<file path="config.mk">
export PLATFORM = sky130hd
export DESIGN_NAME = screen_sequencer
export DESIGN_NICKNAME = d
export VERILOG_FILES = /design/src/rtl/screen_sequencer.sv
export SDC_FILE = /design/constraint.sdc
export NUM_CORES = 1
export LEC_CHECK = 0
export ABC_CLOCK_PERIOD_IN_PS = 2100
export BUFFER_PORTS_ARGS = -buffer_cell sky130_fd_sc_hd__buf_2
export CAP_MARGIN = 10
export CORE_MARGIN = 4
export CORE_UTILIZATION = 56
export DETAILED_ROUTE_END_ITERATION = 12
export PLACE_DENSITY = 0.72
export SYNTH_ARGS = -nofsm -noshare
export SYNTH_HDL_FRONTEND = slang
export SYNTH_SLANG_ARGS = --single-unit
</file>
<file path="constraint.sdc">
create_clock -name clk25 -period 2.1 [get_ports clk25]
set_input_delay 0.42 -clock clk25 [delete_from_list [all_inputs] [get_ports clk25]]
set_output_delay 0.42 -clock clk25 [all_outputs]
set_load 0.02 [all_outputs]
</file>
<file path="src/rtl/screen_sequencer.sv">
// Screen sequencer: debounces the three front-panel buttons and steps the
// MENU / PLAY1 / PLAY2 / RESULT screen machine, committing only on frame_start.
module screen_sequencer #(
  parameter int DEB_CYCLES  = 250000,
  parameter int HOLD_CYCLES = 25000000
) (
  input  logic       clk25,
  input  logic       reset,
  input  logic       btn_menu,
  input  logic       btn_play1,
  input  logic       btn_play2,
  input  logic       frame_start,
  input  logic [1:0] p1_result,
  input  logic [1:0] p2_result,
  output logic [2:0] screen_sel,
  output logic       play_flag,
  output logic       play2_flag,
  output logic       game_rst
);

  localparam int DW = $clog2(DEB_CYCLES + 1);
  localparam int HW = $clog2(HOLD_CYCLES + 1);
  localparam logic [DW-1:0] DEB_LAST  = DW'(DEB_CYCLES - 1);
  localparam logic [HW-1:0] HOLD_LAST = HW'(HOLD_CYCLES);

  localparam logic [2:0] CODE_MENU  = 3'b000;
  localparam logic [2:0] CODE_PLAY1 = 3'b001;
  localparam logic [2:0] CODE_PLAY2 = 3'b010;
  localparam logic [2:0] CODE_WIN1  = 3'b011;
  localparam logic [2:0] CODE_WIN2  = 3'b100;
  localparam logic [2:0] CODE_LOSE  = 3'b101;

  typedef enum logic [1:0] {
    S_MENU   = 2'd0,
    S_PLAY1  = 2'd1,
    S_PLAY2  = 2'd2,
    S_RESULT = 2'd3
  } state_t;

  // Button bit order: [0] menu, [1] play1, [2] play2
  logic [2:0]    btn_raw;
  logic [2:0]    sync_p0;
  logic [2:0]    sync_p1;
  logic [2:0]    deb_p2;
  logic [2:0]    deb_p3;
  logic [DW-1:0] deb_cnt [3];
  logic [2:0]    press;

  assign btn_raw = {btn_play2, btn_play1, btn_menu};

  // Stage p0/p1: two-flop synchronizer; stage p2: debounced level
  always_ff @(posedge clk25) begin
    if (reset) begin
      sync_p0 <= '0;
      sync_p1 <= '0;
      deb_p2  <= '0;
      deb_p3  <= '0;
      for (int i = 0; i < 3; i++) begin
        deb_cnt[i] <= '0;
      end
    end else begin
      sync_p0 <= btn_raw;
      sync_p1 <= sync_p0;
      deb_p3  <= deb_p2;
      for (int i = 0; i < 3; i++) begin
        if (sync_p1[i] != deb_p2[i]) begin
          if (deb_cnt[i] == DEB_LAST) begin
            deb_p2[i]  <= sync_p1[i];
            deb_cnt[i] <= '0;
          end else begin
            deb_cnt[i] <= deb_cnt[i] + DW'(1);
          end
        end else begin
          deb_cnt[i] <= '0;
        end
      end
    end
  end

  // Stage p3: press event is the rising edge of the debounced level
  assign press = deb_p2 & ~deb_p3;

  state_t        state;
  state_t        state_n;
  logic          pend_valid;
  logic          pend_valid_n;
  state_t        pend_target;
  state_t        pend_target_n;
  logic [2:0]    pend_code;
  logic [2:0]    pend_code_n;
  logic [HW-1:0] hold_cnt;
  logic [HW-1:0] hold_cnt_n;
  logic          hold_sat;
  logic [2:0]    screen_sel_n;
  logic          play_flag_n;
  logic          play2_flag_n;
  logic          game_rst_n;

  logic          req_valid;
  state_t        req_target;
  logic [2:0]    req_code;
  logic          p1_valid;
  logic          p2_valid;
  logic          result_pending;

  assign hold_sat       = (hold_cnt == HOLD_LAST);
  assign p1_valid       = (p1_result == 2'b01) || (p1_result == 2'b10);
  assign p2_valid       = (p2_result == 2'b10) || (p2_result == 2'b11);
  assign result_pending = pend_valid && (pend_target == S_RESULT);

  always_comb begin
    req_valid     = pend_valid;
    req_target    = pend_target;
    req_code      = pend_code;
    state_n       = state;
    screen_sel_n  = screen_sel;
    play_flag_n   = play_flag;
    play2_flag_n  = play2_flag;
    game_rst_n    = 1'b0;
    hold_cnt_n    = hold_cnt;

    case (state)
      S_MENU: begin
        if (!pend_valid && press[1]) begin
          req_valid  = 1'b1;
          req_target = S_PLAY1;
          req_code   = CODE_PLAY1;
        end else if (!pend_valid && press[2]) begin
          req_valid  = 1'b1;
          req_target = S_PLAY2;
          req_code   = CODE_PLAY2;
        end
      end
      S_PLAY1: begin
        // A game outcome pre-empts an abort that is still waiting for the frame
        if (!result_pending && p1_valid) begin
          req_valid  = 1'b1;
          req_target = S_RESULT;
          req_code   = (p1_result == 2'b01) ? CODE_WIN2 : CODE_WIN1;
        end else if (!pend_valid && press[0]) begin
          req_valid  = 1'b1;
          req_target = S_MENU;
          req_code   = CODE_MENU;
        end
      end
      S_PLAY2: begin
        if (!result_pending && p2_valid) begin
          req_valid  = 1'b1;
          req_target = S_RESULT;
          req_code   = (p2_result == 2'b10) ? CODE_LOSE : CODE_WIN1;
        end else if (!pend_valid && press[0]) begin
          req_valid  = 1'b1;
          req_target = S_MENU;
          req_code   = CODE_MENU;
        end
      end
      S_RESULT: begin
        if (!hold_sat) begin
          hold_cnt_n = hold_cnt + HW'(1);
        end
        if (!pend_valid && hold_sat && (|press)) begin
          req_valid  = 1'b1;
          req_target = S_MENU;
          req_code   = CODE_MENU;
        end
      end
      default: begin
      end
    endcase

    pend_valid_n  = req_valid;
    pend_target_n = req_target;
    pend_code_n   = req_code;

    if (frame_start && req_valid) begin
      state_n       = req_target;
      screen_sel_n  = req_code;
      play_flag_n   = (req_target == S_PLAY1);
      play2_flag_n  = (req_target == S_PLAY2);
      game_rst_n    = (req_target == S_PLAY1) || (req_target == S_PLAY2);
      pend_valid_n  = 1'b0;
      hold_cnt_n    = '0;
    end
  end

  always_ff @(posedge clk25) begin
    if (reset) begin
      state       <= S_MENU;
      pend_valid  <= 1'b0;
      pend_target <= S_MENU;
      pend_code   <= CODE_MENU;
      hold_cnt    <= '0;
      screen_sel  <= CODE_MENU;
      play_flag   <= 1'b0;
      play2_flag  <= 1'b0;
      game_rst    <= 1'b0;
    end else begin
      state       <= state_n;
      pend_valid  <= pend_valid_n;
      pend_target <= pend_target_n;
      pend_code   <= pend_code_n;
      hold_cnt    <= hold_cnt_n;
      screen_sel  <= screen_sel_n;
      play_flag   <= play_flag_n;
      play2_flag  <= play2_flag_n;
      game_rst    <= game_rst_n;
    end
  end

endmodule

</file>
Word-level counts from Yosys, hierarchy flattened. Memory sizes are Yosys's and may differ from the RTL's. Index checks and enable logic that the tools add are counted.

$add $sub $neg: 4. Equal/unequal tests: 17. Muxes and demuxes: 67. Bitwise logic cells: 13. Reduce and logical (&&, ||, !) cells: 22.

Operator list (count): $mux W18 (9); $add A18 B1 Y18 const B (3); $eq A18 B18 Y1 const B (3); $mux W1 (41); $add A25 B1 Y25 const B (1); $eq A25 B25 Y1 const B (1); $mux W3 (8); $eq A2 B2 Y1 const B (7); $mux W2 (6); $pmux W3 S4 (1); $logic_and A1 B1 Y1 (9); $or A1 B1 Y1 (9); $pmux W2 S4 (1); $reduce_and A2 Y1 (4); $eq A2 B1 Y1 const B (3); $pmux W1 S4 (1); $reduce_or A2 Y1 (2); $and A3 B3 Y3 (1); $logic_or A1 B1 Y1 (3); $ne A1 B1 Y1 (3); $not A3 Y3 (1); $reduce_or A3 Y1 (1); $logic_not A1 Y1 (2); $logic_not A2 Y1 (1); $not A1 Y1 (2).

Register bits after elaboration: 51. Bits in writable memories: 54. Input bits: 10. Output and inout port bits: 6. Logic and storage cells: 139. Memories: 1.

Memories: deb_cnt (words 3, width 18, read ports 3, clocked after memory_dff 0, write ports 3, line 46) `logic [DW-1:0] deb_cnt [3];`.

Depth between registers and ports, before layout.
Depth in word-level cells: 9. Gate-level depth with buffers: 10.

Worst setup path after synthesis. No wires, ideal clock.

Path type: register to register. Start: register state[0]. End: register hold_cnt[10]. Library setup time: 117 ps. Arrival time: 2061 ps. Path slack: -78 ps. Cell stages (with the launch flop): 11. Buffers on the path: 2. Clock period less this slack: 2178 ps. Cell sequence: dfxtp_1 inv_1 ha_1 clkbuf_1 nor2b_1 o211a_1 nor4b_2 a21oi_2 o21ai_2 buf_2 nor2_1.

Cells in the longest elaborated chain, start to end: 4. Elaborated cells on any way between the ends: 8. Classes of those cells: 3 x eq/ne; 1 x mux; 4 x reduce/logical.

RTL lines: start: declaration (line 83) `state_t state;`; start signal: assignment (line 198) `state <= state_n;`; $eq A2 B2 Y1 (tied with other cells) (line 122) `case (state)`; $pmux W1 S4 (line 122); $logic_and A1 B1 Y1 (line 175) `if (frame_start && req_valid) begin`; $reduce_or A2 Y1 (no source line); end signal: assignment (line 202) `hold_cnt <= hold_cnt_n;`; end: declaration (line 91) `logic [HW-1:0] hold_cnt;`.

Parallel ways exist; a longest one is shown, timed or not. A chain may end at the register's enable or synchronous reset.

Final worst setup path.
Start: register state[0]. End: register play_flag.

Cells in the longest elaborated chain, start to end: 3. Elaborated cells on any way between the ends: 8. Classes of those cells: 4 x eq/ne; 2 x mux; 2 x reduce/logical.

RTL lines: $eq A2 B2 Y1 (tied with other cells) (line 122); $pmux W2 S4 or $pmux W1 S4 (tied branches) (line 122); $eq A2 B1 Y1 or $logic_and A1 B1 Y1 (tied branches) (line 178, 175); end signal: assignment (line 204) `play_flag <= play_flag_n;`; end: declaration (line 16) `output logic play_flag,`.

Parallel ways exist; a longest one is shown, timed or not.

==> flow_summary_export.csv <==
group,metric,value,unit
run_status,outcome,"finished, violations left",
run_status,violations,"negative setup slack",
cts,path_clk_slew,0.11,ns
worst_setup_path,critPathArrivalTime,2.47,ns
worst_setup_path,crit_fanout,3,
power_and_ir_drop,total_leakage_power,2.50,nW
worst_setup_path,required,2.41,ns
cts,cts_hold_buf,0,
worst_setup_path,ff2ff_setup_slack,-0.06,ns
yosys,ys_warn_count,0,
hold_path,hold_class,"in2reg",
floorplanning,die-height,106,um
sta,timing.final.ws_setup,-0.0586,ns
cts,cts.sinks,105,
yosys,avgSynthCellArea,9.54,um^2
global_routing,grt_usage,0.199,
hold_path,hold_depth,2,
sta,setup_violations,1,
sta,skew,0.0134,ns
global_routing,gr-total-overflow,0,
route,post-route-drc-count,0,
floorplanning,fp.dieW,106,um
worst_setup_path,end_kind,"register",
placed_design,placed_cells,795,
finish,fin_area,6750,um^2
cts,h-tree-depth,3,
finish,stdcell_count,823,
route,first_pass_iters,5,
placed_design,place_area,6200,um^2
finish,syn_to_final_growth,25.2,%
yosys,ys_types,61,
finish,seq_area,2650,um^2
hold_path,min_from,"btn_menu",
power_and_ir_drop,comb_power_share,0.297,
finish,multi_input_area,3030,um^2
cts,clockRootBuffer,"clkbuf_8",
yosys,synth_edf_count,54,
finish,antenna_cells,0,
power_and_ir_drop,finalPower,0.00506,W
yosys,synth_ff_type,"edfxtp_1",
route,drt_iter0_drc,157,
power_and_ir_drop,power_frac_seq,0.463,
floorplanning,ios,16,
sta,fmax,463,MHz
yosys,syn_area,5390,um^2
route,postRouteAntennaNets,0,
finish,fillCellCount,704,
worst_setup_path,reg2reg_to,"play_flag",
power_and_ir_drop,p_per_area,750,nW/um^2
sta,layout_min_cycle_time,2.16,ns
worst_setup_path,crit_type,"reg2reg",
sta,hold_viol_final,0,
cts,insertion_delay,0.37,ns
yosys,async_flop_share,0,
route,routed_wirelength,10800,um
worst_setup_path,cp-start-kind,"register",
power_and_ir_drop,swShare,0.313,
route,wl_per_cell,13.1,um
power_and_ir_drop,internal_power,0.00348,W
cts,cts-buffers-inserted,9,
route,vias_per_cell,5.19,
cts,cts_tree,"done",
sta,drv_slew,0,
yosys,netlist_instances,565,
sta,timing.final.crit_share,1.03,
floorplanning,initial_utilization,0.581,
finish,drive_above_1_share,0.215,
floorplanning,rows,35,
global_routing,antenna_found_initial,0,
worst_setup_path,r2r_cells,10,
power_and_ir_drop,power_switching,0.00158,W
placed_design,gp_congestion,0.831,
power_and_ir_drop,pwr-share-clk,0.240,
global_routing,grt_pass1_vias,4181,
hold_path,min_to,"sync_p0[0]",
floorplanning,coreArea,9280,um^2
placed_design,port-buffer-count,15,
placed_design,place.detailed.hpwl,7490,um
run,maxCapViolations,0,
sta,rsz0062_at_grt,"yes",
global_routing,grt_max_degree,26,
worst_setup_path,r2r-start,"state[0]",
placed_design,dpl_worst_slack,-0.213,ns
cts,clockBufferDepth,2,
finish,nets,710,
yosys,synth-seq-area-share,0.490,
route,vias,4269,
power_and_ir_drop,ir_worst_vdd,0.820,mV
global_routing,grt_pass1_wl,18500,um
yosys,synth-seq-cells,105,
floorplanning,fp.dieArea,11300,um^2
-- through the flow --
| stage | utilization | TNS (ns) | hold WS (ns) |
|---|---|---|---|
| 2_1_floorplan | - | 0 | 0.414 |
| 3_3_place_gp | 0.668 | -2.66 | 0.425 |
| 3_5_place_dp | 0.668 | -3.59 | 0.443 |
| 4_1_cts | 0.706 | -1.07 | 0.240 |
| 5_1_grt | 0.727 | -2.49 | 0.237 |
| 6_report | 0.727 | -0.0586 | 0.250 |
-- critical path: stages, from the launching register on --
cell       delay [ns]
dfxtp_2          0.36
inv_2            0.05
ha_4             0.17
buf_4            0.14
nor4bb_4         0.16
a21boi_2         0.19
nand2b_1         0.15
o2bb2ai_2        0.14
inv_2            0.09
or4_4            0.52
a21oi_2          0.13
-- power groups by stage --
stage,clock (W),combinational [W],sequential (W)
floorplan,0,0.000623,0.00238
global placement,0,0.000950,0.00237
detailed placement,0,0.000978,0.00238
CTS,0.00123,0.00122,0.00234
global route,0.00134,0.00162,0.00236
finish,0.00121,0.00150,0.00234
-- worst max path at each step --
stage          startpoint   endpoint  slack (ns)  cells after the start
3_3_place_gp     state[0]   game_rst       -0.18                      9
3_5_place_dp     state[0]   game_rst       -0.21                      9
5_1_grt          state[0]  play_flag       -0.13                     10
6_report         state[0]  play_flag       -0.06                     10
4_1_cts          state[0]  play_flag       -0.09                      9
2_1_floorplan    state[0]  play_flag      0.0009                      8
-- registers in the layout, indices dropped and copies added (netlist names), 2 cells and up --
register	cells
deb_p2	3
pend_target	2
sync_p1	3
hold_cnt	25
screen_sel	3
state	2
sync_p0	3
deb_cnt	54
pend_code	3
deb_p3	3
-- per-layer routing --
metal / GRT usage / up-vias / wire, um / share of wire
met5: 0 / - / 0 / 0
met4: 0.0611 / 0 / 114 / 0.011
met3: 0.0340 / 15 / 344 / 0.032
met2: 0.347 / 74 / 5450 / 0.50
met1: 0.253 / 2024 / 4910 / 0.45
li1: - / 2156 / - / -
-- cells by family after synthesis --
logic type               synth area share
flip-flops                          0.490
buffers and inverters              0.0337
AND/OR/NAND/NOR                     0.256
XOR/XNOR                            0.122
adder cells (fa/ha/maj)            0.0255
multiplexers                      0.00743
AO/OA/AOI/OAI                      0.0650
other                            0.000696
-- placed cells by master, fill, tap and decap left out, types with 21 or more instances in the layout --
master    synthesis  final
nand3_1          33     33
dfxtp_1          51     48
nand4_1          21     21
xor2_1           37     37
nor2_1          110    104
buf_4             0     56
inv_1            25     22
edfxtp_1         54     54
xnor2_1          38     38
nand2_1          34     33
conb_1            1     54
-- what timing repair did --
action / CTS / global route
setup buffers: 8 / 5
pin swaps: 10 / 20
resized for setup: 23 / 41
setup endpoints to repair: 34 / 70
-- layout make-up --
cell class | count | share of cell area
clock inverter | 7 | 0.00890
inverter | 25 | 0.0139
timing repair buffer | 80 | 0.0936
sequential | 105 | 0.392
multi-input combinational | 468 | 0.449
clock buffer | 9 | 0.0184
tap | 129 | 0.0239
-- cell usage after synthesis (all sizes together) (9+ instances only) --
cell | number | area, um^2
a21oi | 9 | 48.8
ha | 11 | 138
clkbuf | 9 | 33.8
nor3 | 14 | 75.1
edfxtp | 54 | 1620
nand4 | 21 | 131
xnor2 | 38 | 333
inv | 25 | 93.8
nand2 | 34 | 128
dfxtp | 51 | 1020
nor2b | 13 | 81.3
buf | 11 | 53.8
xor2 | 37 | 324
nand3 | 33 | 165
nor2 | 110 | 413
No activity file was read; power rests on OpenSTA's default activity.
